## src/rtl/dsp48a1_slice_if.sv

```systemverilog
// Operand, control and result bundle for the DSP48A1-style slice.
// Clock and the per-stage resets stay as plain ports on the slice.
interface dsp48a1_slice_if;
    logic        CEA, CEB, CEC, CED, CEM, CEP, CECARRYIN, CEOPMODE;
    logic [17:0] A, B, D, BCIN;
    logic [47:0] C, PCIN;
    logic        CARRYIN;
    logic [7:0]  OPMODE;
    logic [17:0] BCOUT;
    logic [35:0] M;
    logic [47:0] P, PCOUT;
    logic        CARRYOUT, CARRYOUTF;

    modport slave (
        input  CEA, CEB, CEC, CED, CEM, CEP, CECARRYIN, CEOPMODE,
        input  A, B, D, C, BCIN, PCIN, CARRYIN, OPMODE,
        output BCOUT, M, P, PCOUT, CARRYOUT, CARRYOUTF
    );

    modport master (
        output CEA, CEB, CEC, CED, CEM, CEP, CECARRYIN, CEOPMODE,
        output A, B, D, C, BCIN, PCIN, CARRYIN, OPMODE,
        input  BCOUT, M, P, PCOUT, CARRYOUT, CARRYOUTF
    );
endinterface

```

## src/rtl/dsp48a1_slice.sv

```systemverilog
// DSP48A1-style slice: pre-adder, 18x18 unsigned multiplier, 48-bit post-adder/accumulator.
// Every pipeline stage is an optional flop with its own enable and synchronous reset.
module dsp48a1_stage #(
    parameter int W  = 18,
    parameter int EN = 1
) (
    input  logic         clk,
    input  logic         rst_i,
    input  logic         ce_i,
    input  logic [W-1:0] d_i,
    output logic [W-1:0] q_o
);
    generate
        if (EN != 0) begin : g_reg
            logic [W-1:0] q_q;
            always_ff @(posedge clk) begin
                if (rst_i)
                    q_q <= '0;
                else if (ce_i)
                    q_q <= d_i;
            end
            assign q_o = q_q;
        end else begin : g_pass
            assign q_o = d_i;
        end
    endgenerate
endmodule

module dsp48a1_slice #(
    parameter int    A0REG       = 0,
    parameter int    A1REG       = 1,
    parameter int    B0REG       = 0,
    parameter int    B1REG       = 1,
    parameter int    CREG        = 1,
    parameter int    DREG        = 1,
    parameter int    MREG        = 1,
    parameter int    PREG        = 1,
    parameter int    CARRYINREG  = 1,
    parameter int    CARRYOUTREG = 1,
    parameter int    OPMODEREG   = 1,
    parameter string CARRYINSEL  = "OPMODE5",
    parameter string B_INPUT     = "DIRECT"
) (
    input  logic             clk,
    input  logic             RSTA,
    input  logic             RSTB,
    input  logic             RSTC,
    input  logic             RSTD,
    input  logic             RSTM,
    input  logic             RSTP,
    input  logic             RSTCARRYIN,
    input  logic             RSTOPMODE,
    dsp48a1_slice_if.slave   bus
);
    localparam bit B_CASCADE  = (B_INPUT == "CASCADE");
    localparam bit CIN_FROM_PORT = (CARRYINSEL == "CARRYIN");

    logic [7:0]  opmode_r;
    logic [17:0] a0_r, a1_r, b0_in, b0_r, b1_in, b1_r, d_r, preadd;
    logic [47:0] c_r, p_r, x_mux, z_mux;
    logic [35:0] mult, m_r;
    logic        cin_src, cin_r, co_r;
    logic [48:0] post;

    dsp48a1_stage #(.W(8),  .EN(OPMODEREG)) u_opmode (.clk(clk), .rst_i(RSTOPMODE), .ce_i(bus.CEOPMODE), .d_i(bus.OPMODE), .q_o(opmode_r));
    dsp48a1_stage #(.W(18), .EN(A0REG))     u_a0     (.clk(clk), .rst_i(RSTA), .ce_i(bus.CEA), .d_i(bus.A), .q_o(a0_r));
    dsp48a1_stage #(.W(18), .EN(A1REG))     u_a1     (.clk(clk), .rst_i(RSTA), .ce_i(bus.CEA), .d_i(a0_r),  .q_o(a1_r));
    dsp48a1_stage #(.W(18), .EN(DREG))      u_d      (.clk(clk), .rst_i(RSTD), .ce_i(bus.CED), .d_i(bus.D), .q_o(d_r));
    dsp48a1_stage #(.W(48), .EN(CREG))      u_c      (.clk(clk), .rst_i(RSTC), .ce_i(bus.CEC), .d_i(bus.C), .q_o(c_r));

    assign b0_in = B_CASCADE ? bus.BCIN : bus.B;
    dsp48a1_stage #(.W(18), .EN(B0REG))     u_b0     (.clk(clk), .rst_i(RSTB), .ce_i(bus.CEB), .d_i(b0_in), .q_o(b0_r));

    // Pre-adder result optionally replaces B0 ahead of the multiplier.
    assign preadd = opmode_r[6] ? (d_r - b0_r) : (d_r + b0_r);
    assign b1_in  = opmode_r[4] ? preadd : b0_r;
    dsp48a1_stage #(.W(18), .EN(B1REG))     u_b1     (.clk(clk), .rst_i(RSTB), .ce_i(bus.CEB), .d_i(b1_in), .q_o(b1_r));

    assign mult = 36'(b1_r) * 36'(a1_r);
    dsp48a1_stage #(.W(36), .EN(MREG))      u_m      (.clk(clk), .rst_i(RSTM), .ce_i(bus.CEM), .d_i(mult), .q_o(m_r));

    assign cin_src = CIN_FROM_PORT ? bus.CARRYIN : opmode_r[5];
    dsp48a1_stage #(.W(1),  .EN(CARRYINREG)) u_cin   (.clk(clk), .rst_i(RSTCARRYIN), .ce_i(bus.CECARRYIN), .d_i(cin_src), .q_o(cin_r));

    always_comb begin
        x_mux = '0;
        unique case (opmode_r[1:0])
            2'b00: x_mux = '0;
            2'b01: x_mux = {12'd0, m_r};
            2'b10: x_mux = p_r;
            2'b11: x_mux = {d_r[11:0], a1_r, b1_r};
        endcase
    end

    always_comb begin
        z_mux = '0;
        unique case (opmode_r[3:2])
            2'b00: z_mux = '0;
            2'b01: z_mux = bus.PCIN;
            2'b10: z_mux = p_r;
            2'b11: z_mux = c_r;
        endcase
    end

    // Bit 48 is carry on add and borrow on subtract.
    assign post = opmode_r[7] ? ({1'b0, z_mux} - ({1'b0, x_mux} + 49'(cin_r)))
                              : ({1'b0, z_mux} + {1'b0, x_mux} + 49'(cin_r));

    dsp48a1_stage #(.W(48), .EN(PREG))        u_p  (.clk(clk), .rst_i(RSTP), .ce_i(bus.CEP), .d_i(post[47:0]), .q_o(p_r));
    dsp48a1_stage #(.W(1),  .EN(CARRYOUTREG)) u_co (.clk(clk), .rst_i(RSTP), .ce_i(bus.CEP), .d_i(post[48]),   .q_o(co_r));

    assign bus.BCOUT     = b1_r;
    assign bus.M         = m_r;
    assign bus.P         = p_r;
    assign bus.PCOUT     = p_r;
    assign bus.CARRYOUT  = co_r;
    assign bus.CARRYOUTF = co_r;
endmodule

```

## src/flat_wrapper.sv

```systemverilog
// flat-port wrapper written by rule: the top's interface ports become plain ports
module dsp48a1_slice_flat 
#(
    parameter int    A0REG       = 0,
    parameter int    A1REG       = 1,
    parameter int    B0REG       = 0,
    parameter int    B1REG       = 1,
    parameter int    CREG        = 1,
    parameter int    DREG        = 1,
    parameter int    MREG        = 1,
    parameter int    PREG        = 1,
    parameter int    CARRYINREG  = 1,
    parameter int    CARRYOUTREG = 1,
    parameter int    OPMODEREG   = 1,
    parameter string CARRYINSEL  = "       ",
    parameter string B_INPUT     = "      "
)
  (clk, RSTA, RSTB, RSTC, RSTD, RSTM, RSTP, RSTCARRYIN, RSTOPMODE, bus_CEA, bus_CEB, bus_CEC, bus_CED, bus_CEM, bus_CEP, bus_CECARRYIN, bus_CEOPMODE, bus_A, bus_B, bus_D, bus_C, bus_BCIN, bus_PCIN, bus_CARRYIN, bus_OPMODE, bus_BCOUT, bus_M, bus_P, bus_PCOUT, bus_CARRYOUT, bus_CARRYOUTF);
  dsp48a1_slice_if bus_i ();
  input  logic clk;
  input  logic RSTA;
  input  logic RSTB;
  input  logic RSTC;
  input  logic RSTD;
  input  logic RSTM;
  input  logic RSTP;
  input  logic RSTCARRYIN;
  input  logic RSTOPMODE;
  input wire logic [$bits(bus_i.CEA)-1:0] bus_CEA;
  input wire logic [$bits(bus_i.CEB)-1:0] bus_CEB;
  input wire logic [$bits(bus_i.CEC)-1:0] bus_CEC;
  input wire logic [$bits(bus_i.CED)-1:0] bus_CED;
  input wire logic [$bits(bus_i.CEM)-1:0] bus_CEM;
  input wire logic [$bits(bus_i.CEP)-1:0] bus_CEP;
  input wire logic [$bits(bus_i.CECARRYIN)-1:0] bus_CECARRYIN;
  input wire logic [$bits(bus_i.CEOPMODE)-1:0] bus_CEOPMODE;
  input wire logic [$bits(bus_i.A)-1:0] bus_A;
  input wire logic [$bits(bus_i.B)-1:0] bus_B;
  input wire logic [$bits(bus_i.D)-1:0] bus_D;
  input wire logic [$bits(bus_i.C)-1:0] bus_C;
  input wire logic [$bits(bus_i.BCIN)-1:0] bus_BCIN;
  input wire logic [$bits(bus_i.PCIN)-1:0] bus_PCIN;
  input wire logic [$bits(bus_i.CARRYIN)-1:0] bus_CARRYIN;
  input wire logic [$bits(bus_i.OPMODE)-1:0] bus_OPMODE;
  output wire logic [$bits(bus_i.BCOUT)-1:0] bus_BCOUT;
  output wire logic [$bits(bus_i.M)-1:0] bus_M;
  output wire logic [$bits(bus_i.P)-1:0] bus_P;
  output wire logic [$bits(bus_i.PCOUT)-1:0] bus_PCOUT;
  output wire logic [$bits(bus_i.CARRYOUT)-1:0] bus_CARRYOUT;
  output wire logic [$bits(bus_i.CARRYOUTF)-1:0] bus_CARRYOUTF;
  assign bus_i.CEA = bus_CEA;
  assign bus_i.CEB = bus_CEB;
  assign bus_i.CEC = bus_CEC;
  assign bus_i.CED = bus_CED;
  assign bus_i.CEM = bus_CEM;
  assign bus_i.CEP = bus_CEP;
  assign bus_i.CECARRYIN = bus_CECARRYIN;
  assign bus_i.CEOPMODE = bus_CEOPMODE;
  assign bus_i.A = bus_A;
  assign bus_i.B = bus_B;
  assign bus_i.D = bus_D;
  assign bus_i.C = bus_C;
  assign bus_i.BCIN = bus_BCIN;
  assign bus_i.PCIN = bus_PCIN;
  assign bus_i.CARRYIN = bus_CARRYIN;
  assign bus_i.OPMODE = bus_OPMODE;
  assign bus_BCOUT = bus_i.BCOUT;
  assign bus_M = bus_i.M;
  assign bus_P = bus_i.P;
  assign bus_PCOUT = bus_i.PCOUT;
  assign bus_CARRYOUT = bus_i.CARRYOUT;
  assign bus_CARRYOUTF = bus_i.CARRYOUTF;
  dsp48a1_slice #(.A0REG(A0REG), .A1REG(A1REG), .B0REG(B0REG), .B1REG(B1REG), .CREG(CREG), .DREG(DREG), .MREG(MREG), .PREG(PREG), .CARRYINREG(CARRYINREG), .CARRYOUTREG(CARRYOUTREG), .OPMODEREG(OPMODEREG), .CARRYINSEL(CARRYINSEL), .B_INPUT(B_INPUT)) u_core (.clk(clk), .RSTA(RSTA), .RSTB(RSTB), .RSTC(RSTC), .RSTD(RSTD), .RSTM(RSTM), .RSTP(RSTP), .RSTCARRYIN(RSTCARRYIN), .RSTOPMODE(RSTOPMODE), .bus(bus_i));
endmodule
```

## config.mk

```make
export PLATFORM = sky130hd
export DESIGN_NAME = dsp48a1_slice_flat
export DESIGN_NICKNAME = d
export VERILOG_FILES = /design/src/rtl/dsp48a1_slice_if.sv /design/src/rtl/dsp48a1_slice.sv /design/src/flat_wrapper.sv
export SDC_FILE = /design/constraint.sdc
export NUM_CORES = 2
export LEC_CHECK = 0
export CELL_PAD_IN_SITES_DETAIL_PLACEMENT = 0
export CELL_PAD_IN_SITES_GLOBAL_PLACEMENT = 1
export CORE_MARGIN = 1.5
export CORE_UTILIZATION = 28
export DETAILED_ROUTE_END_ITERATION = 8
export PLACE_DENSITY_LB_ADDON = 0.15
export SYNTH_ARGS = -nofsm -noshare
export SYNTH_HDL_FRONTEND = slang
export SYNTH_SLANG_ARGS = --single-unit
```

## constraint.sdc

```tcl
create_clock -name clk -period 9 [get_ports clk]
set_input_delay 1.35 -clock clk [delete_from_list [all_inputs] [get_ports clk]]
set_output_delay 1.35 -clock clk [all_outputs]
set_load 0.005 [all_outputs]
```

==> impl_metrics.yaml <==
outcome:
  outcome: "finished, final reports clean"
die:
  fp.dieH_um: 318
  die_x_um: 318
  boundaryPins: 346
  core.rowCount: 115
  dieArea_um2: 101000
  initial_core_util_pct: 28.2
  coreArea_um2: 98400
worst_setup_path:
  required_ns: 9.42
  startpoint_type: "register"
  path_class: "register to register"
  worstReg2RegEnd: "u_core.u_m.q_o[32]"
  r2r-start: "u_core.u_a1.q_o[4]"
  reg2reg_slack_ns: 1.63
  worst-path-max-fanout: 13
  arrival_ns: 7.80
  endpoint_kind: "register"
  reg2reg_depth: 21
sta:
  finalCriticalPeriod_ns: 7.37
  rsz0062_at_grt: "false"
  hold_viol_final: 0
  setup_viol: 0
  max_slew.worst_pin.slew_ns: 1.16
  slew_viol_final: 0
  setup-tns-final_ns: 0
  fin_skew_ns: 0.0325
  fin_crit_sh_pct: 81.9
  relSlewSlack_pct: 22.5
  fin_ws_ns: 1.63
  timing.hold.ws_ns: 0.494
  fmax_mhz: 136
detailed_routing:
  viasPerCell: 4.96
  ant_nets: 0
  met2_length_mm: 47.6
  dr.pass1.iters: 5
  maxUsedRoutingLayer: "met5"
  routed_wl_mm: 106
  wire_per_inst_um: 22.0
  dr_total_vias: 23914
  drt_iter0_markers: 1209
  met3_length_mm: 6.21
  drc: 0
  wl_met1_mm: 49.7
clock_network:
  cts_resized: 0
  cts.repair_timing.setup_buffer_count: 0
  numCtsBuffers: 17
  cts_tree: "yes"
  clkTransAtPathRegs_ns: 0.09
  cts_root_buf: "clkbuf_16"
  cts.sinks: 196
  h-tree-depth: 4
  clk_path_buf_depth: 2
  ctsHoldBuffers: 0
  clk_latency_ns: 0.54
synthesis:
  yosysMostFrequentCell: "inv_1"
  synth_seq_area_share_pct: 14.1
  synth_nets: 4094
  postSynthCellCount: 3372
  ys_ff_latch: 196
  syn_area_per_cell_um2: 8.24
  synth_flop_cell: "dfxtp_1"
  synthArstFlopShare_pct: 0
  ys_warn_count: 0
  synth_area_um2: 27800
  netlist_top_cells_count: "inv_1, nand2_1, nor2_1"
  synth.distinct_cells: 99
  synth_edf_count: 0
  synth_top_cell_by_area: "fa_1"
  yosys.area.top_type_share_pct: 18.8
  ys_top_cells_by_area: "fa_1, dfxtp_1, ha_1, inv_1, mux2i_1"
cells_and_area:
  layout-drive-gt1-share_pct: 6.36
  syn_to_final_growth_pct: 17.3
  final_net_count: 4245
power_and_ir_drop:
  p_sw_w: 0.00186
  p_leak_nw: 14.8
  power_density_nw_per_um2: 126
  sequentialPowerShare_pct: 26.9
  internal-power_w: 0.00224
  ir_drop_mv: 0.141
  p_comb_share_pct: 51.3
  switching_share_pct: 45.4
  clkPwrFrac_pct: 21.8
placed_design:
  pre_cts_ws_ns: 1.62
  place.port_buffers: 326
  gp_congestion: 0.892
  hpwl_mm: 84.7
min_path:
  min-delay-start: "u_core.u_c.q_o[18]"
  min_path_type: "register to register"
  holdPathEnd: "u_core.u_c.q_o[18]"
  min_path_cells: 2
grt:
  grt_pass1_vias: 24670
  gr-total-overflow: 0
  grt_max_degree: 64
  grt_antenna_before_repair: 12
  grt_pass1_wl_mm: 160
  grt.total_usage_pct: 21.0
flow_run:
  max_cap_violations: 0
## per-stage QoR
step           total power (W)  instance area [um2]  instances  util, %
5_1_grt                0.00440                32600       4823     33.1
3_5_place_dp           0.00323                32000       4791     32.5
2_1_floorplan          0.00242                27800       3372        -
3_3_place_gp           0.00324                32000       4791     32.5
4_1_cts                0.00415                32600       4823     33.1
6_report               0.00409                32600       4825     33.1
## layout by cell type (no fill, tap or decap), types with 79 or more instances in the layout
cell type        count
and2_1             138
a21oi_1            176
mux2i_1            150
a22o_1              79
nand2_1            305
xnor2_1             86
mux2_2              83
fa_1               261
clkdlybuf4s50_1    320
dfxtp_1            191
ha_1               267
inv_1              445
nor2_1             295
## final cells by class
| type | count | area (um2) |
|---|---|---|
| Fill cell | 10578 | 65800 |
| Timing Repair Buffer | 383 | 3670 |
| Inverter | 446 | 1670 |
| Antenna cell | 2 | 5.00 |
| Tap cell | 1287 | 1610 |
| Sequential cell | 196 | 3930 |
| Multi-Input combinational cell | 2479 | 21100 |
| Clock buffer | 17 | 425 |
| Clock inverter | 15 | 228 |
## layer usage
metal / vias to the layer above / GRT usage (%)
met3: 107 / 4.41
met1: 11727 / 28.5
met5: - / 0
li1: 11484 / -
met2: 588 / 33.8
met4: 8 / 5.75
## registers in the layout, indices dropped and copies added (netlist names)
signal	cells
u_core.u_c.q_o	48
u_core.u_a1.q_o	18
u_core.u_cin.q_o	1
u_core.u_p.q_o	48
u_core.u_opmode.q_o	8
u_core.u_d.q_o	18
u_core.u_b1.q_o	18
u_core.u_co.q_o	1
u_core.u_m.q_o	36
## critical path: stages, from the launching register on
cell       delay, ns
dfxtp_1         0.85
buf_4           0.30
nand2_1         0.08
fa_1            0.52
fa_1            0.58
fa_1            0.45
fa_1            0.54
inv_1           0.05
fa_1            0.49
inv_1           0.05
fa_1            0.48
inv_1           0.04
ha_1            0.34
a21o_1          0.20
a21o_1          0.16
a21oi_1         0.14
o21ai_1         0.15
a31oi_1         0.68
o211ai_1        0.27
a221oi_2        0.42
a2111oi_0       0.18
a221o_1         0.29
## worst max path at each step
| stage | endpoint | start | slack [ns] | cells after the start |
|---|---|---|---|---|
| floorplan | u_core.u_m.q_o[32] | u_core.u_b1.q_o[10] | 2.71 | 22 |
| global placement | u_core.u_m.q_o[32] | u_core.u_a1.q_o[6] | 1.62 | 21 |
| detailed placement | u_core.u_m.q_o[32] | u_core.u_a1.q_o[6] | 1.62 | 21 |
| CTS | u_core.u_m.q_o[32] | u_core.u_a1.q_o[6] | 1.59 | 21 |
| global route | u_core.u_m.q_o[32] | u_core.u_a1.q_o[4] | 1.29 | 21 |
| finish | u_core.u_m.q_o[32] | u_core.u_a1.q_o[4] | 1.63 | 21 |
## kinds of logic after synthesis
kind of cell    Yosys count  share of synthesized area (%)
compound gates          657                           16.5
xor+xnor                132                           4.16
fa+ha+maj               528                           30.8
buf+inv                 697                           10.1
flops                   196                           14.1
mux                     235                           8.86
simple gates            927                           15.4
## power by group through the flow
stage	clock network [W]	logic [W]	registers, W
after CTS	0.000930	0.00212	0.00110
after floorplan	0	0.00140	0.00101
after detailed placement	0	0.00211	0.00112
final	0.000893	0.00210	0.00110
after global routing	0.000959	0.00233	0.00111
after global placement	0	0.00212	0.00112
Power figures use the tool's default switching activity.
